[src/rtl/source_byte_packer.sv]
// rtl/source_byte_packer.sv - packs an MSB-first byte stream into SRC_WIDTH-bit source words
module source_byte_packer #(
    parameter int SRC_WIDTH = 17
) (
    input  logic                 clk,
    input  logic                 arstn,
    input  logic                 flush,
    input  logic                 in_valid,
    output logic                 in_ready,
    input  logic [7:0]           in_data,
    output logic                 src_valid,
    input  logic                 src_ready,
    output logic [SRC_WIDTH-1:0] src,
    output logic                 busy
);
    localparam int NB    = (SRC_WIDTH + 7) / 8;
    localparam int CW    = (NB > 1) ? $clog2(NB) : 1;
    localparam int ASM_W = (NB > 1) ? (NB - 1) * 8 : 8;
    localparam logic [CW-1:0] LAST = CW'(NB - 1);

    logic [CW-1:0]        cnt_q, cnt_d;
    logic [SRC_WIDTH-1:0] src_q, src_d;
    logic                 src_valid_q, src_valid_d;
    logic [SRC_WIDTH-1:0] word;
    logic                 accept;
    logic                 last_byte;

    assign last_byte = (cnt_q == LAST);
    // Only the final byte needs a free output slot; earlier bytes go into asm.
    assign in_ready  = !flush && !(last_byte && src_valid_q && !src_ready);
    assign accept    = in_valid && in_ready;

    generate
        if (NB > 1) begin : g_asm
            logic [ASM_W-1:0] asm_q, asm_d;

            always_comb begin
                asm_d = asm_q;
                if (accept && !last_byte) begin
                    asm_d = (asm_q << 8) | ASM_W'(in_data);
                end
            end

            always_ff @(posedge clk or negedge arstn) begin
                if (!arstn) begin
                    asm_q <= '0;
                end else begin
                    asm_q <= asm_d;
                end
            end

            // Truncation drops the PAD top bits of the first byte.
            assign word = SRC_WIDTH'({asm_q, in_data});
        end else begin : g_no_asm
            assign word = SRC_WIDTH'(in_data);
        end
    endgenerate

    always_comb begin
        cnt_d       = cnt_q;
        src_d       = src_q;
        src_valid_d = src_valid_q;
        if (src_valid_q && src_ready) begin
            src_valid_d = 1'b0;
        end
        if (flush) begin
            cnt_d = '0;
        end else if (accept) begin
            if (last_byte) begin
                src_d       = word;
                src_valid_d = 1'b1;
                cnt_d       = '0;
            end else begin
                cnt_d = cnt_q + 1'b1;
            end
        end
    end

    always_ff @(posedge clk or negedge arstn) begin
        if (!arstn) begin
            cnt_q       <= '0;
            src_q       <= '0;
            src_valid_q <= 1'b0;
        end else begin
            cnt_q       <= cnt_d;
            src_q       <= src_d;
            src_valid_q <= src_valid_d;
        end
    end

    assign src       = src_q;
    assign src_valid = src_valid_q;
    assign busy      = (cnt_q != '0);
endmodule
[config.mk]
export PLATFORM = sky130hd
export DESIGN_NAME = source_byte_packer
export DESIGN_NICKNAME = d
export VERILOG_FILES = /design/src/rtl/source_byte_packer.sv
export SDC_FILE = /design/constraint.sdc
export NUM_CORES = 1
export LEC_CHECK = 0
export ABC_AREA = 1
export BUFFER_PORTS_ARGS = -buffer_cell sky130_fd_sc_hd__buf_2
export CORE_MARGIN = 3
export CORE_UTILIZATION = 45
export CTS_CLUSTER_SIZE = 28
export DETAILED_ROUTE_END_ITERATION = 10
export PLACE_DENSITY = 0.71
export SYNTH_ARGS = -nofsm -noshare
export SYNTH_HDL_FRONTEND = slang
export SYNTH_SLANG_ARGS = --single-unit
export TNS_END_PERCENT = 20
[constraint.sdc]
create_clock -name clk -period 1.1 [get_ports clk]
set_input_delay 0.165 -clock clk [delete_from_list [all_inputs] [get_ports clk]]
set_output_delay 0.165 -clock clk [all_outputs]
set_load 0.1 [all_outputs]
==> results of run 1 <==
## cell families (layout without fill, tap and decap cells)
family	Yosys count	count (layout)	share of synthesized area
AOI/OAI and AO/OA	28	28	0.174
buffers and inverters	26	82	0.101
DFF	29	29	0.575
and+or+nand+nor	40	40	0.150
## path summary, 6_finish.rpt
kind / endpoint / cells after the start
worst max register to register: src[4] / 7
max in group asynchronous: g_asm.asm_q[7] / 3
worst max-delay path: in_ready / 4
worst min-delay path: src[7] / 3
min in group asynchronous: cnt_q[1] / 2
worst min register to register: g_asm.asm_q[5] / 2
## worst min-delay path, delay by kind of cell
| family | cells | cell delay [ns] |
|---|---|---|
| buffers and inverters | 2 | 0.16 |
| AOI/OAI and AO/OA | 1 | 0.06 |
## repair_timing
item                                   4_1_cts  5_1_grt
endpoints found under the hold margin       15        0
cloned                                       3        0
hold buffers                                 1        0
setup endpoints to repair                   39       47
buffers inserted                             5        4
pin swaps                                    2        1
resized for setup                           12       10
## per-stage QoR
stage	power, uW	hold slack [ns]
floorplan	3360	-0.131
global placement	4480	0.0991
detailed placement	4530	0.103
CTS	5200	0.0885
global route	5430	0.0860
finish	5220	0.0932
## layout make-up
cell class              instances  area, um2  area share
flip-flops and latches         29        729       0.352
repair buffers                 52        717       0.346
multi-input cells              68        453       0.219
inverters                      22       85.1      0.0411
clock buffers                   8       48.8      0.0236
well taps                      30       37.5      0.0181
## placed cells by master, fill, tap and decap left out, drive strengths merged
cell,n
nor2,2
a21oi,1
buf,51
clkbuf,8
nand4,3
o21ai,26
dfrtp,29
dlygate4sd3,1
nand3,3
o211ai,1
nand2,32
inv,22
## metal layers
metal / wire length [um] / GRT usage
met1: 1220 / 0.245
met2: 1740 / 0.358
met3: 178 / 0.0373
met4: 72 / 0.110
met5: 0 / 0
## state kept, by name (all words and copies together), names as in the netlist
register and flops:
src 17, g_asm.asm_q 9, cnt_q 2, src_valid 1
## power groups by stage
stage               clock network (uW)  logic [uW]  registers (uW)
global placement                     0        2890            1590
finish                             617        3010            1600
CTS                                620        2990            1590
global route                       696        3110            1630
detailed placement                   0        2930            1600
floorplan                            0         438            2920
==> results.sh, run 1 <==
export IMPL_violations="setup timing"
export IMPL_yosysWarnings=0
export IMPL_cts_buffer_depth=2
export IMPL_drive_gt1_frac=0.520
export IMPL_die_h_um=59.0
export IMPL_synth_area_leaders="dfrtp_1, o21ai_2, nand2_1"
export IMPL_fill_cells=155
export IMPL_rrSetupSlack_ns=-0.33
export IMPL_netlist_area_um2=1260
export IMPL_vias=1056
export IMPL_cts_root_buf="clkbuf_4"
export IMPL_portBuffers=32
export IMPL_initial_core_util=0.492
export IMPL_min_period_ns=1.43
export IMPL_run_status="finished, violations left"
export IMPL_worstSetupStartpointType="flop"
export IMPL_fin_util=0.807
export IMPL_critical_path_buf_inv_count=2
export IMPL_worstPathCellList="inv_2 > nor2_2 > a21oi_4 > buf_12"
export IMPL_place_area_um2=1830
export IMPL_post_drt_wl_per_cell_um=15.3
export IMPL_hold_start="in_data[7]"
export IMPL_grt_pass1_vias=1124
export IMPL_postSynthCellCount=123
export IMPL_synthArstFlopShare=1.00
export IMPL_die_area_um2=3480
export IMPL_ys_seq_area_frac=0.575
export IMPL_core_um2=2570
export IMPL_stdcell_area_um2=2070
export IMPL_post_route_drc_count=0
export IMPL_relSlewSlack=0.746
export IMPL_synth_edff_count=0
export IMPL_seq_power_share=0.306
export IMPL_place_congestion=0.700
export IMPL_clock_fmax_ghz=0.699
export IMPL_power_density_nw_per_um2=2520
export IMPL_synth_top_flop_cell="dfrtp_1"
export IMPL_p_leak_uw=0.00102
export IMPL_syn_to_final_growth_pct=64.0
export IMPL_antenna_found_initial=0
export IMPL_dp_hpwl_um=1810
export IMPL_fin_nets=191
export IMPL_viasPerCell=5.05
export IMPL_grt_overflow=0
export IMPL_critical_path_slowest_cell="dfrtp_4"
export IMPL_clock_sinks=29
export IMPL_diodes=0
export IMPL_io_pins=33
export IMPL_path_class="flop to output pin"
export IMPL_tightest_slew_ns=0.381
export IMPL_dp_slack_ns=-0.0782
export IMPL_ir_drop_mv=2.30
export IMPL_setup_violations_final=36
export IMPL_slew_violations=0
export IMPL_synth_seq_cells=29
export IMPL_ant_nets=0
export IMPL_cp_max_fo=2
export IMPL_max_cap_viol_count=0
export IMPL_synth_distinct_cells=15
export IMPL_post_place_cells=189
export IMPL_clock_power_share=0.118
export IMPL_crit_start="src_valid"
export IMPL_hold_viol=0
export IMPL_rows=18
export IMPL_p_int_uw=2640
export IMPL_combPwrFrac=0.576
export IMPL_clkLatencyLatePin_ns=0.33
export IMPL_grt_pass1_wl_um=5230
export IMPL_hold_class="primary input to flop"
export IMPL_rsz0062_at_grt="yes"
export IMPL_cts_inserted_buffers=5
export IMPL_fin_tns_setup_ns=-6.94
export IMPL_synth_top_area_frac=0.575
export IMPL_synth_nets=136
export IMPL_instances_no_fill=209
export IMPL_avgSynthCellArea_um2=10.3
export IMPL_crit_arrival_ns=1.27
export IMPL_grt_usage=0.208
export IMPL_fin_skew_ns=0.00603
export IMPL_htree_levels=2
export IMPL_r2r_start="src_valid"
export IMPL_fin_ws_ns=-0.331
export IMPL_netlist_top_cells_count="nand2_1, dfrtp_1, inv_1"
export IMPL_crit_path_end_kind="output pin"
export IMPL_die_x_um=59.0
export IMPL_wirelength_um=3210
export IMPL_drtPass1Iterations=4
export IMPL_critPathMaxStageDelay_ns=0.49
export IMPL_clkTransAtPathRegs_ns=0.09
export IMPL_grt_max_degree=19
export IMPL_switching_share=0.495
export IMPL_synth_most_common_cell="nand2_1"
export IMPL_p_switching_uw=2580
export IMPL_crit_family="flip-flops"
export IMPL_timing_final_crit_share=1.30
export IMPL_required_ns=0.94
export IMPL_cts_tree="built"
export IMPL_yosysTopAreaCell="dfrtp_1"
export IMPL_first_iter_violations=38
No activity file was read; power rests on OpenSTA's default activity.
==> run 2: changes to the inputs <==
- CORE_UTILIZATION: 45 -> 38
- PLACE_DENSITY: 0.71 -> 0.62
==> results.sh, run 2 (same netlist as run 1, synthesis figures left out) <==
export IMPL_run_status="finished, violations left"
export IMPL_violations="setup timing"
export IMPL_place_area_um2=1850
export IMPL_relSlewSlack=0.759
export IMPL_power_total_uw=5160
export IMPL_hold_viol=0
export IMPL_crit_start="src_valid"
export IMPL_stdcell_area_um2=1940
export IMPL_grt_max_degree=36
export IMPL_die_area_um2=4050
export IMPL_final_cell_mix="nand2_1, dfrtp_1, buf_12"
export IMPL_die_h_um=63.6
export IMPL_clkLatencyLatePin_ns=0.32
export IMPL_path_class="flop to output pin"
export IMPL_ir_drop_mv=1.80
export IMPL_die_x_um=63.6
export IMPL_ant_nets=0
export IMPL_cts_inserted_buffers=5
export IMPL_hold_start="in_data[0]"
export IMPL_power_density_nw_per_um2=2660
export IMPL_max_cap_viol_count=0
export IMPL_place_congestion=0.695
export IMPL_cts_buffer_depth=2
export IMPL_antenna_found_initial=0
export IMPL_cp_max_fo=3
export IMPL_syn_to_final_growth_pct=53.7
export IMPL_worstSetupStartpointType="flop"
export IMPL_vias=941
export IMPL_crit_arrival_ns=1.23
export IMPL_hold_class="primary input to flop"
export IMPL_p_leak_uw=0.000947
export IMPL_fin_nets=182
export IMPL_first_iter_violations=9
export IMPL_fin_ws_ns=-0.292
export IMPL_grt_overflow=0
export IMPL_drive_gt1_frac=0.465
export IMPL_viasPerCell=4.40
export IMPL_core_um2=3100
export IMPL_grt_pass1_vias=939
export IMPL_largest_register_ffs=17
export IMPL_r2r_start="cnt_q[0]"
export IMPL_wirelength_um=2340
export IMPL_grt_usage=0.132
export IMPL_required_ns=0.94
export IMPL_fin_skew_ns=0.00605
export IMPL_drtPass1Iterations=4
export IMPL_whs_ns=0.100
export IMPL_post_route_drc_count=0
export IMPL_min_period_ns=1.39
export IMPL_portBuffers=32
export IMPL_clock_sinks=29
export IMPL_cts_tree="built"
export IMPL_rsz0062_at_grt="yes"
export IMPL_setup_violations_final=29
export IMPL_timing_final_crit_share=1.27
export IMPL_diodes=0
export IMPL_initial_core_util=0.407
export IMPL_tightest_slew_ns=0.362
export IMPL_crit_path_end_kind="output pin"
export IMPL_io_pins=33
export IMPL_rows=20
export IMPL_dp_hpwl_um=1700
export IMPL_clock_fmax_ghz=0.719
export IMPL_htree_levels=2
export IMPL_slew_violations=0
export IMPL_post_drt_wl_per_cell_um=11.0
export IMPL_grt_pass1_wl_um=4120
export IMPL_clkTransAtPathRegs_ns=0.09
export IMPL_cts_root_buf="clkbuf_4"
[run 2: cell types whose count changed in the layout (fill, tap and decap cells not counted), moves of 2 or more]
cell	before	now
buf_6	7	1
nand2_1	22	28
nand2_2	8	4
buf_16	2	0
nand2_4	2	0
[run 2: critical path, stage by stage (launching register included)]
cell	delay [ns]
dfrtp_4	0.49
inv_2	0.06
nor2_2	0.04
a21oi_4	0.13
buf_12	0.19
[run 2: cell type report]
class / count / area, um2
Clock buffer: 8 / 58.8
Inverter: 22 / 82.6
Tap cell: 44 / 55.1
Sequential cell: 29 / 729
Multi-Input combinational cell: 68 / 428
Fill cell: 255 / 1160
Timing Repair Buffer: 43 / 587
[run 2: through the flow]
stage                     setup TNS [ns]  utilization  instances  setup WS (ns)
final                              -3.45        0.625        214         -0.292
after global routing               -5.91        0.625        214         -0.348
after CTS                          -2.70        0.620        212         -0.317
after detailed placement           -1.33        0.596        203        -0.0727
after global placement            -0.736        0.596        203        -0.0429
after floorplan                    -4.77            -        123         -0.366
[run 2: final timing paths]
kind                       slack, ns        endpoint  cells past startpoint
hold reg to reg                 0.50  g_asm.asm_q[2]                      2
hold / removal                  0.10          src[0]                      3
max in group asynchronous       0.42       src_valid                      3
setup reg to reg               -0.18  g_asm.asm_q[6]                      6
setup / recovery               -0.29        in_ready                      4
min in group asynchronous       0.27          src[2]                      2
[run 2: where the power goes]
part,switching (uW),internal [uW],leakage (uW)
Clock,340,315,0.0000326
Sequential,254,1320,0.000374
Combinational,1900,1030,0.000541
Total,2490,2660,0.000947
[run 2: routing by layer]
layer	routed length, um	GRT usage	vias to the layer above
met5	0	0	-
met4	59	0.0593	0
met3	117	0.0499	9
met2	1140	0.205	26
met1	1030	0.163	423
li1	-	-	483
[run 2: repair_timing]
action,in CTS,in global routing
hold endpoints to repair,14,0
endpoints found under the setup margin,35,47
pin swaps,1,1
buffers inserted,0,2
gates resized for setup,3,1
hold buffers,1,0
==> run 3: changes to the inputs <==
- CORE_MARGIN: 3 -> 2
- PLACE_DENSITY: 0.62 -> default
- PLACE_DENSITY_LB_ADDON: default -> 0.2
==> results.sh, run 3 (same netlist as run 1, synthesis figures left out) <==
export IMPL_run_status="finished, violations left"
export IMPL_violations="setup timing"
export IMPL_syn_to_final_growth_pct=57.8
export IMPL_worstSetupStartpointType="flop"
export IMPL_dp_hpwl_um=1600
export IMPL_hold_viol=0
export IMPL_wirelength_um=2310
export IMPL_path_class="flop to output pin"
export IMPL_ir_drop_mv=1.45
export IMPL_p_int_uw=2900
export IMPL_grt_max_degree=36
export IMPL_crit_arrival_ns=1.22
export IMPL_clock_fmax_ghz=0.720
export IMPL_clkLatencyLatePin_ns=0.33
export IMPL_vias=965
export IMPL_clock_sinks=29
export IMPL_die_h_um=61.6
export IMPL_crit_start="src_valid"
export IMPL_fin_ws_ns=-0.288
export IMPL_clock_power_share=0.166
export IMPL_power_density_nw_per_um2=2710
export IMPL_required_ns=0.94
export IMPL_switching_share=0.463
export IMPL_fin_skew_ns=0.0107
export IMPL_io_pins=33
export IMPL_drtPass1Iterations=4
export IMPL_largest_register_ffs=17
export IMPL_place_congestion=0.749
export IMPL_cts_inserted_buffers=5
export IMPL_post_route_drc_count=0
export IMPL_r2r_start="cnt_q[1]"
export IMPL_htree_levels=2
export IMPL_timing_final_crit_share=1.26
export IMPL_whs_ns=0.0981
export IMPL_first_iter_violations=24
export IMPL_hold_class="primary input to flop"
export IMPL_seq_power_share=0.291
export IMPL_power_total_uw=5410
export IMPL_setup_violations_final=30
export IMPL_cp_max_fo=3
export IMPL_fin_nets=184
export IMPL_diodes=0
export IMPL_die_area_um2=3800
export IMPL_initial_core_util=0.407
export IMPL_core_um2=3100
export IMPL_cts_tree="built"
export IMPL_fin_tns_setup_ns=-2.92
export IMPL_cts_buffer_depth=2
export IMPL_relSlewSlack=0.779
export IMPL_die_x_um=61.6
export IMPL_grt_pass1_vias=932
export IMPL_rsz0062_at_grt="yes"
export IMPL_combPwrFrac=0.543
export IMPL_drive_gt1_frac=0.477
export IMPL_crit_path_end_kind="output pin"
export IMPL_cts_root_buf="clkbuf_4"
export IMPL_post_drt_wl_per_cell_um=10.7
export IMPL_instances_no_fill=216
export IMPL_final_cell_mix="nand2_1, dfrtp_1, buf_12"
export IMPL_antenna_found_initial=0
export IMPL_min_period_ns=1.39
export IMPL_grt_pass1_wl_um=3940
export IMPL_rows=20
export IMPL_slew_violations=0
export IMPL_fin_util=0.642
export IMPL_post_place_cells=203
export IMPL_ant_nets=0
export IMPL_p_leak_uw=0.000973
export IMPL_viasPerCell=4.47
export IMPL_portBuffers=32
export IMPL_clkTransAtPathRegs_ns=0.09
export IMPL_hold_start="in_data[4]"
export IMPL_tightest_slew_ns=0.332
export IMPL_p_switching_uw=2500
export IMPL_max_cap_viol_count=0
export IMPL_grt_overflow=0
export IMPL_grt_usage=0.148
-- run 3: worst max-delay path, cell delays in order, from the launching register on --
cell and delay, ns:
dfrtp_4 0.49, inv_2 0.06, nor2_2 0.04, a21oi_4 0.13, buf_12 0.18
-- run 3: through the flow --
stage | cell area, um2 | setup slack [ns]
final | 1990 | -0.288
after detailed placement | 1840 | -0.0701
after CTS | 1970 | -0.309
after global placement | 1840 | -0.0479
after floorplan | 1280 | -0.366
after global routing | 1990 | -0.332
-- run 3: area by class of cell --
| cell class | instances | area [um2] |
|---|---|---|
| clock inverter | 1 | 30.0 |
| fill | 268 | 1110 |
| inverter | 22 | 85.1 |
| clock buffer | 7 | 55.1 |
| multi-input combinational | 68 | 433 |
| timing repair buffer | 45 | 604 |
| tap | 44 | 55.1 |
| sequential | 29 | 729 |
-- run 3: worst paths after layout --
path / slack, ns / to / cells after the start
setup / recovery: -0.29 / in_ready / 4
hold / removal: 0.1 / src[4] / 3
setup reg to reg: -0.14 / g_asm.asm_q[0] / 7
hold reg to reg: 0.50 / g_asm.asm_q[7] / 2
max in group asynchronous: 0.39 / src[11] / 3
min in group asynchronous: 0.27 / src[6] / 2
-- run 3: power by group through the flow --
stage                     combinational, uW  clock, uW  sequential [uW]
after floorplan                         438          0             2920
after global placement                 2890          0             1590
after detailed placement               2910          0             1600
after CTS                              2940        923             1580
after global routing                   3050        973             1610
final                                  2940        897             1570
-- run 3: repair_timing --
action / 4_1_cts / 5_1_grt
pin swaps: 2 / 0
hold buffers: 1 / 0
resized for setup: 7 / 3
endpoints found under the hold margin: 13 / 0
buffers inserted: 3 / 1
setup endpoints to repair: 40 / 47
-- run 3: metal layers --
layer / GRT usage / vias to the layer above / wire (um)
li1: - / 487 / -
met2: 0.233 / 29 / 1150
met5: 0 / - / 0
met3: 0.0462 / 8 / 122
met1: 0.174 / 441 / 977
met4: 0.0942 / 0 / 55
